===== config.mk =====
export PLATFORM = sky130hd
export DESIGN_NAME = alu_pipe
export DESIGN_NICKNAME = d
export VERILOG_FILES = /design/src/rtl/alu_pkg.sv /design/src/rtl/alu_muldiv_iter.sv /design/src/rtl/alu_pipe.sv
export SDC_FILE = /design/constraint.sdc
export NUM_CORES = 1
export LEC_CHECK = 0
export ABC_AREA = 1
export CORE_MARGIN = 1.5
export CORE_UTILIZATION = 40
export CTS_CLUSTER_SIZE = 25
export DETAILED_ROUTE_END_ITERATION = 10
export SLEW_MARGIN = 0
export SYNTH_ARGS = -nofsm -noshare
export SYNTH_HDL_FRONTEND = slang
export SYNTH_SLANG_ARGS = --single-unit

===== constraint.sdc =====
create_clock -name clk -period 3.9 [get_ports clk]
set_clock_uncertainty 0.1 [all_clocks]
set_input_delay 0.78 -clock clk [delete_from_list [all_inputs] [get_ports clk]]
set_output_delay 0.78 -clock clk [all_outputs]
set_load 0.03 [all_outputs]

===== src/rtl/alu_pkg.sv =====
// alu_pkg: shared types for the alu_pipe execution unit.
// Latency: n/a (types, constants and a helper function only).
// Backpressure: n/a.
// Contents: alu_op_e (5-bit op codes), alu_state_e, ALU_OP_W, is_multicycle().
package alu_pkg;

    localparam int ALU_OP_W = 5;

    typedef enum logic [ALU_OP_W-1:0] {
        OP_ADD    = 5'd0,
        OP_SUB    = 5'd1,
        OP_SLT    = 5'd2,
        OP_SLTU   = 5'd3,
        OP_XOR    = 5'd4,
        OP_OR     = 5'd5,
        OP_AND    = 5'd6,
        OP_SLL    = 5'd7,
        OP_SRL    = 5'd8,
        OP_SRA    = 5'd9,
        OP_MUL    = 5'd16,
        OP_MULH   = 5'd17,
        OP_MULHSU = 5'd18,
        OP_MULHU  = 5'd19,
        OP_DIV    = 5'd20,
        OP_DIVU   = 5'd21,
        OP_REM    = 5'd22,
        OP_REMU   = 5'd23
    } alu_op_e;

    typedef enum logic {
        ST_IDLE = 1'b0,
        ST_BUSY = 1'b1
    } alu_state_e;

    // Codes 16..23 form the mul/div group.
    function automatic logic is_multicycle(input logic [ALU_OP_W-1:0] op);
        return (op[4:3] == 2'b10);
    endfunction

endpackage


===== src/rtl/alu_muldiv_iter.sv =====
// alu_muldiv_iter: iterative radix-2 multiply / restoring divide, one bit per clk.
// Latency: start edge loads operands, WIDTH iteration edges follow, done is high for one cycle after them.
// Backpressure: none; the caller holds off new starts until done. Built only with ALU_PIPE_MULDIV_EN.
// Ports: clk, rst (sync, active high), start, op, a, b -> done, result.
`ifdef ALU_PIPE_MULDIV_EN
module alu_muldiv_iter
    import alu_pkg::*;
#(
    parameter int WIDTH = 32
) (
    input  logic                clk,
    input  logic                rst,
    input  logic                start,
    input  logic [ALU_OP_W-1:0] op,
    input  logic [WIDTH-1:0]    a,
    input  logic [WIDTH-1:0]    b,
    output logic                done,
    output logic [WIDTH-1:0]    result
);
    localparam int CNT_W = $clog2(WIDTH) + 1;

    logic             busy_q;
    logic [CNT_W-1:0] cnt_q;
    logic [WIDTH-1:0] hi_q, lo_q, den_q;
    logic             is_div_q, neg_q, sel_hi_q, dz_q;

    // Operand conditioning at start: work on magnitudes, remember the sign to restore.
    logic             sgn_a, sgn_b, sa, sb, div_op;
    logic [WIDTH-1:0] abs_a, abs_b;

    always_comb begin
        sgn_a  = (op == OP_MULH) || (op == OP_MULHSU) || (op == OP_DIV) || (op == OP_REM);
        sgn_b  = (op == OP_MULH) || (op == OP_DIV) || (op == OP_REM);
        div_op = (op == OP_DIV) || (op == OP_DIVU) || (op == OP_REM) || (op == OP_REMU);
        sa     = sgn_a && a[WIDTH-1];
        sb     = sgn_b && b[WIDTH-1];
        abs_a  = sa ? -a : a;
        abs_b  = sb ? -b : b;
    end

    // One iteration step for each flavour.
    logic [WIDTH:0] sum, rr, diff;

    always_comb begin
        sum  = {1'b0, hi_q} + (lo_q[0] ? {1'b0, den_q} : {(WIDTH+1){1'b0}});
        rr   = {hi_q, lo_q[WIDTH-1]};
        diff = rr - {1'b0, den_q};
    end

    always_ff @(posedge clk) begin
        if (rst) begin
            busy_q   <= 1'b0;
            cnt_q    <= '0;
            hi_q     <= '0;
            lo_q     <= '0;
            den_q    <= '0;
            is_div_q <= 1'b0;
            neg_q    <= 1'b0;
            sel_hi_q <= 1'b0;
            dz_q     <= 1'b0;
        end else if (start) begin
            busy_q   <= 1'b1;
            cnt_q    <= '0;
            hi_q     <= '0;
            lo_q     <= abs_a;
            den_q    <= abs_b;
            is_div_q <= div_op;
            // MUL needs no fix-up: the low half is signedness-agnostic.
            neg_q    <= ((op == OP_MULH) || (op == OP_DIV)) ? (sa ^ sb) : sa;
            sel_hi_q <= (op == OP_MULH) || (op == OP_MULHSU) || (op == OP_MULHU)
                        || (op == OP_REM) || (op == OP_REMU);
            // Signed DIV by zero must not take the sign fix-up path.
            dz_q     <= (b == '0) && ((op == OP_DIV) || (op == OP_DIVU));
        end else if (busy_q) begin
            if (cnt_q == CNT_W'(WIDTH)) begin
                busy_q <= 1'b0;
            end else begin
                cnt_q <= cnt_q + 1'b1;
                if (is_div_q) begin
                    // Remainder in hi, dividend shifting out of lo while quotient bits shift in.
                    hi_q <= diff[WIDTH] ? rr[WIDTH-1:0] : diff[WIDTH-1:0];
                    lo_q <= {lo_q[WIDTH-2:0], ~diff[WIDTH]};
                end else begin
                    // Multiplier consumed from lo[0]; product shifts right across {hi,lo}.
                    hi_q <= sum[WIDTH:1];
                    lo_q <= {sum[0], lo_q[WIDTH-1:1]};
                end
            end
        end
    end

    logic [2*WIDTH-1:0] prod;
    logic [WIDTH-1:0]   dv;

    always_comb begin
        prod = neg_q ? -{hi_q, lo_q} : {hi_q, lo_q};
        dv   = sel_hi_q ? hi_q : lo_q;
        if (is_div_q) begin
            result = dz_q ? '1 : (neg_q ? -dv : dv);
        end else begin
            result = sel_hi_q ? prod[2*WIDTH-1:WIDTH] : prod[WIDTH-1:0];
        end
    end

    assign done = busy_q && (cnt_q == CNT_W'(WIDTH));

endmodule
`endif


===== src/rtl/alu_pipe.sv =====
// alu_pipe: handshaked ALU; ALU_PIPE_MULDIV_EN adds iterative mul/div ops 16..23.
// Latency: 1 clk for single-cycle ops, WIDTH+1 clks for mul/div (in_ready low while BUSY).
// Backpressure: result held until out_ready; in_ready = !rst && IDLE && (!out_valid || out_ready).
// Ports: clk, rst (sync, active high), in_valid/in_ready/a/b/op, out_valid/out_ready/result.
module alu_pipe
    import alu_pkg::*;
#(
    parameter  int WIDTH   = 32,
    localparam int SHAMT_W = $clog2(WIDTH)
) (
    input  logic                clk,
    input  logic                rst,
    input  logic                in_valid,
    output logic                in_ready,
    input  logic [WIDTH-1:0]    a,
    input  logic [WIDTH-1:0]    b,
    input  logic [ALU_OP_W-1:0] op,
    output logic                out_valid,
    input  logic                out_ready,
    output logic [WIDTH-1:0]    result
);
    alu_state_e       state_q, state_d;
    logic             out_valid_q, out_valid_d;
    logic [WIDTH-1:0] result_q, result_d;
    logic [WIDTH-1:0] alu_res;
    logic [SHAMT_W-1:0] shamt;
    logic             accept;

    assign in_ready = !rst && (state_q == ST_IDLE) && (!out_valid_q || out_ready);
    assign accept   = in_valid && in_ready;

    // Single-cycle datapath; anything not listed (incl. mul/div codes when disabled) yields 0.
    always_comb begin
        shamt   = b[SHAMT_W-1:0];
        alu_res = '0;
        case (op)
            OP_ADD:  alu_res = a + b;
            OP_SUB:  alu_res = a - b;
            OP_SLT:  alu_res = {{(WIDTH-1){1'b0}}, ($signed(a) < $signed(b))};
            OP_SLTU: alu_res = {{(WIDTH-1){1'b0}}, (a < b)};
            OP_XOR:  alu_res = a ^ b;
            OP_OR:   alu_res = a | b;
            OP_AND:  alu_res = a & b;
            OP_SLL:  alu_res = a << shamt;
            OP_SRL:  alu_res = a >> shamt;
            OP_SRA:  alu_res = WIDTH'($signed(a) >>> shamt);
            default: alu_res = '0;
        endcase
    end

`ifdef ALU_PIPE_MULDIV_EN
    logic             md_start, md_done;
    logic [WIDTH-1:0] md_result;

    alu_muldiv_iter #(.WIDTH(WIDTH)) u_muldiv (
        .clk    (clk),
        .rst    (rst),
        .start  (md_start),
        .op     (op),
        .a      (a),
        .b      (b),
        .done   (md_done),
        .result (md_result)
    );
`endif

    always_comb begin
        state_d     = state_q;
        out_valid_d = out_valid_q && !out_ready;
        result_d    = result_q;
`ifdef ALU_PIPE_MULDIV_EN
        md_start    = 1'b0;
`endif
        case (state_q)
            ST_IDLE: begin
                if (accept) begin
`ifdef ALU_PIPE_MULDIV_EN
                    if (is_multicycle(op)) begin
                        state_d  = ST_BUSY;
                        md_start = 1'b1;
                    end else
`endif
                    begin
                        out_valid_d = 1'b1;
                        result_d    = alu_res;
                    end
                end
            end
            ST_BUSY: begin
`ifdef ALU_PIPE_MULDIV_EN
                // out_valid is already low here: entering BUSY required a free output slot.
                if (md_done) begin
                    state_d     = ST_IDLE;
                    out_valid_d = 1'b1;
                    result_d    = md_result;
                end
`else
                state_d = ST_IDLE;
`endif
            end
            default: state_d = ST_IDLE;
        endcase
    end

    always_ff @(posedge clk) begin
        if (rst) begin
            state_q     <= ST_IDLE;
            out_valid_q <= 1'b0;
            result_q    <= '0;
        end else begin
            state_q     <= state_d;
            out_valid_q <= out_valid_d;
            result_q    <= result_d;
        end
    end

    assign out_valid = out_valid_q;
    assign result    = result_q;

endmodule


Word level (Yosys, flattened, before mapping):

Index checks and enable logic that the tools add are counted.

* multiplexer cells: 2
* $lt $le $gt $ge: 2
* $add $sub $neg: 2
* bitwise gates (word level): 3
* reduce and logical (&&, ||, !) cells: 8
* equal/unequal tests: 9
* shifts and indexed selects: 3

Operators by type and width (count)
* $pmux 32 s10: 1
* $lt 32x32->1: 2
* $add 32x32->32: 1
* $and 32x32->32: 1
* $or 32x32->32: 1
* $shl 32x5->32: 1
* $shr 32x5->32: 1
* $sshr 32x5->32: 1
* $sub 32x32->32: 1
* $xor 32x32->32: 1
* $eq 5x3->1 const B: 4
* $eq 5x2->1 const B: 2
* $eq 5x4->1 const B: 2
* $eq 5x1->1 const B: 1
* $logic_not 5->1: 1
* $logic_and 1x1->1: 3
* $logic_not 1->1: 3
* $logic_or 1x1->1: 1
* $mux 1: 1

* logic and storage cells: 31
* register bits after elaboration: 33
* input bits: 73
* output and inout bits: 34

Depth between registers and ports, before layout:

* depth in word-level cells: 5
* gate-level depth with buffers: 20
* depth with buffers taken out: 18

Least setup slack after synthesis:

OpenSTA, ideal clock, no wires.

* kind: input -> register
* start point: in b[4]
* end point: reg result_q[18], in the netlist result[18]
* stages: 18
* arrival time: 2817 ps
* data required time: 3666 ps
* path slack: 850 ps
* cells stage by stage: inv_1 > buf_2 > buf_2 > buf_2 > ha_1 > buf_2 > nor2_1 > nand3_1 > nand3_1 > nand2_1 > nand2_1 > nand2_1 > nand2_1 > nand2_1 > nand3_1 > nand2_1 > o21ai_1 > a21oi_1

* longest elaborated chain between the ends: 2

Ends and longest elaborated chain
* from (decl): line alu_pipe.sv:16 `input logic [WIDTH-1:0] b,`
* $sub 32x32->32 (tied with other cells): line alu_pipe.sv:38 `OP_SUB: alu_res = a - b;`
* $pmux 32 s10 (*): line alu_pipe.sv:36 `case (op)`
* to (signal assigned): line alu_pipe.sv:113 `result_q <= result_d;`
* to (decl): line alu_pipe.sv:24 `logic [WIDTH-1:0] result_q, result_d;`

Mark *: on every way between the ends. The rest lies on a longest branch, timed or not.
A chain may end at the register's enable or synchronous reset.

Worst setup path after layout:

* start point: in b[4]
* end point: reg result_q[17], in the netlist result[17]

The elaborated chain is that of the path after synthesis.

==> impl_results.md <==
- Synth async-reset ratio: 0
- Commonest non-fill, non-tap cell in the layout: nand2_1
- Vias per std cell: 5.81
- Starting Density: 0.406
- Wirelength per Cell: 22.2 µm
- Fin. max-slew vios: 0
- Hold Startpoint: result[21]
- DP HPWL: 50,600 µm
- Post-synth EDFFs: 0
- Worst path max stage delay: roughly 530 ps
- Die Y: 171 µm
- Seq/Total Area, Yosys: 0.0588
- Slew @ Worst Pin: about 800 ps
- Drt pass-1 iters: 6
- Initial antenna violation count: 1
- Clock Tree Buf Depth: 2
- First-pass GRT wire length: 88,500 µm
- Largest area contributor in the synthesized netlist: nand2_1
- Max Freq: between 0.2 and 0.3 GHz
- CTS tree: built
- Placer congestion estimate: 1.03
- Setup bufs post-CTS: 0
- Setup violators final: 0
- Post_cts resized: 0
- Share of cells above drive strength 1: 0.0635
- CTS Buf Count: 5
- # diodes: 0
- Average instance area after synthesis: 5.00 µm²
- Reg2Reg Setup Slack: 1890 ps
- Syn nets: roughly 2,400
- Setup TNS: 0 ps
- Mapped cell area: 11,200 µm²
- Internal power: 1.16 mW
- Most numerous cell on the critical path: nand2_1
- Num ports: 107
- VDD IR max: 0.143 mV
- Via Count: 15,900
- Clk root buf: clkbuf_16
- Chip width: 171 µm
- Sw power: ~1.3 mW
- Die ar.: 29,100 µm²
- Hold-critical path endpoint: result[21]
- Worst reg2reg path startpoint: out_valid
- Worst reg2reg endpoint: result[21]
- Hold buffer count at cts: 0
- Input/output buffers: approximately 110
- Worst hold slack: ~370 ps
- Slowest stage cell, crit path: nor3_1
- Synthesis warning total: 0
- Hold Vio Cnt, Final: 0
- Critical Path AT: 3730 ps
- Crit path max-delay family: simple AND/OR/NAND/NOR gates
- Fin crit share: 0.940
- # H-tree levels: 2
- GRT Resource Usage Total: 0.412
- Skew-Pair Late Insertion Delay: 300 ps
- Detailed Route WL: 61,000 µm
- # clock sinks: 33
- Row count: 61
- Area Overhead vs Synth: 17.9%
- Run status: completed
- Cell chain of the critical path: clkdlybuf4s50_1 -> inv_1 -> ha_1 -> nand2_1 -> nor3_1 -> buf_4 -> nand4_1 -> nand3_1 -> nand2_1 -> nand3_1 -> nand2_1 -> o21bai_1 -> buf_4 -> a21oi_1
- Vias in the first global route: 14,600
- Remaining antenna violation count: 0
- FILL cells: 3,185
- Part of the power in registers: 0.144
- Final Util: 0.478
- Top cell type's share of synthesized area: 0.272
- Fin nets: 2,534
- Hold WC Path Type: flip-flop to flip-flop
- CP startpoint kind: input pin
- CP Class: input pin to flip-flop
- GRT Residual Overflow: 0
- Hold Path Cell Cnt: 2
- Initial DRC count: about 1,900
- CP bufs+invs: 4
- Logic pwr share: 0.655
- Slew headroom: 0.466
- Synth area leaders: nand2_1 (27%), nand3_1 (17%), ha_1 (11%)
- Yosys reg bits: 33
- Critical path fanouts, max: 7
- Pwr Density: around 190 nW/µm²
- # DRC: 0
- Primary FF master, synth: dfxtp_1
- Crit. End Element: flip-flop
- CP Data Required Time: approximately 4000 ps
- Worst Reg-to-Reg Cells: 6
- Pin count of the biggest net entering global routing: 76
- Clk pwr share: 0.202
- Leakage: 7.20 nW
- RSZ-0062 raised after global routing: no
- Clock Pin Slew Worst Setup and Hold Paths: 60 ps
- Sw frac: 0.530
- Most frequent cells in the layout: nand2_1 (815), nand3_1 (393), inv_1 (299)
- Post-Syn Instances: 2,247
- Placeable Area: 27,700 µm²
- Maxcap violations: 0
- Yosys cell types: 48
- Min Clock Period, post-route: 3670 ps
[worst max path at each step]
stage	start	end	slack, ps	cells after the start
final	b[4]	result[17]	230	14
after global routing	b[17]	result[21]	110	14
after CTS	b[4]	result[17]	400	14
after detailed placement	a[11]	result[20]	100	12
after global placement	a[3]	result[17]	80	14
after floorplan	b[4]	result[18]	850	18
[cell type report]
type,count,area (µm²),area share
timing repair buffer,209,1860,0.140
inverter,312,1170,0.0886
multi-input combinational,1801,8920,0.673
clock inverter,3,46.3,0.00349
tap,378,473,0.0357
clock buffer,5,125,0.00944
sequential,33,661,0.0498
[metrics by stage]
stage          power [mW]  cell area, µm²  worst slack (ps)  instances
3_3_place_gp         1.91           13100              82.6       2733
4_1_cts              2.41           13300               404       2741
3_5_place_dp         1.92           13100               103       2733
6_report             2.47           13300               234       2741
2_1_floorplan        1.30           11200               850       2247
5_1_grt              2.60           13300               109       2741
[power groups by stage]
stage | registers [mW] | clock network, mW | logic [mW]
finish | 0.355 | 0.497 | 1.62
global route | 0.355 | 0.507 | 1.74
CTS | 0.354 | 0.495 | 1.56
detailed placement | 0.362 | 0 | 1.55
global placement | 0.362 | 0 | 1.55
floorplan | 0.379 | 0 | 0.925
[worst reg2reg max path, stage by stage, from the launching register on]
cell and delay, ps:
dfxtp_1 330, a21oi_1 200, nand2_1 90, inv_1 480
buf_4 330, o21ai_0 220, a21oi_1 170
[per-layer routing]
metal,track usage,wire length [µm],up-vias
li1,-,-,7457
met1,0.550,25100,7413
met2,0.654,26700,924
met3,0.0581,6100,137
met4,0.192,3080,2
met5,0,13,-
[kinds of logic (layout without fill, tap and decap cells)]
| kind of cell | Yosys count | after routing | share of synthesized area |
|---|---|---|---|
| AOI/OAI and AO/OA | 240 | 240 | 0.122 |
| xor gates and xnor gates | 4 | 4 | 0.00312 |
| adders and majority gates | 99 | 99 | 0.111 |
| buffers and inverters | 413 | 529 | 0.148 |
| DFF | 33 | 33 | 0.0588 |
| muxes | 1 | 1 | 0.000890 |
| and+or+nand+nor | 1457 | 1457 | 0.555 |
[registers in the layout (all words and copies together) (netlist names)]
register   cells
result        32
out_valid      1
[synthesized netlist by cell type (4+ instances only)]
master	count
nor2_4	6
nand3b_1	6
inv_2	11
dfxtp_1	33
clkbuf_1	22
nor2_2	6
o22ai_1	18
buf_1	10
buf_4	6
nand2_2	4
and2_1	14
o2111ai_1	5
nand3_1	393
o21ai_0	53
xor2_1	4
nor2_1	148
nor3_1	25
o21ai_1	4
nand4_1	33
a21oi_1	111
buf_2	60
ha_1	97
o211ai_1	22
inv_1	300
o21bai_1	10
nand2_1	815
No activity file was read; power rests on OpenSTA's default activity.
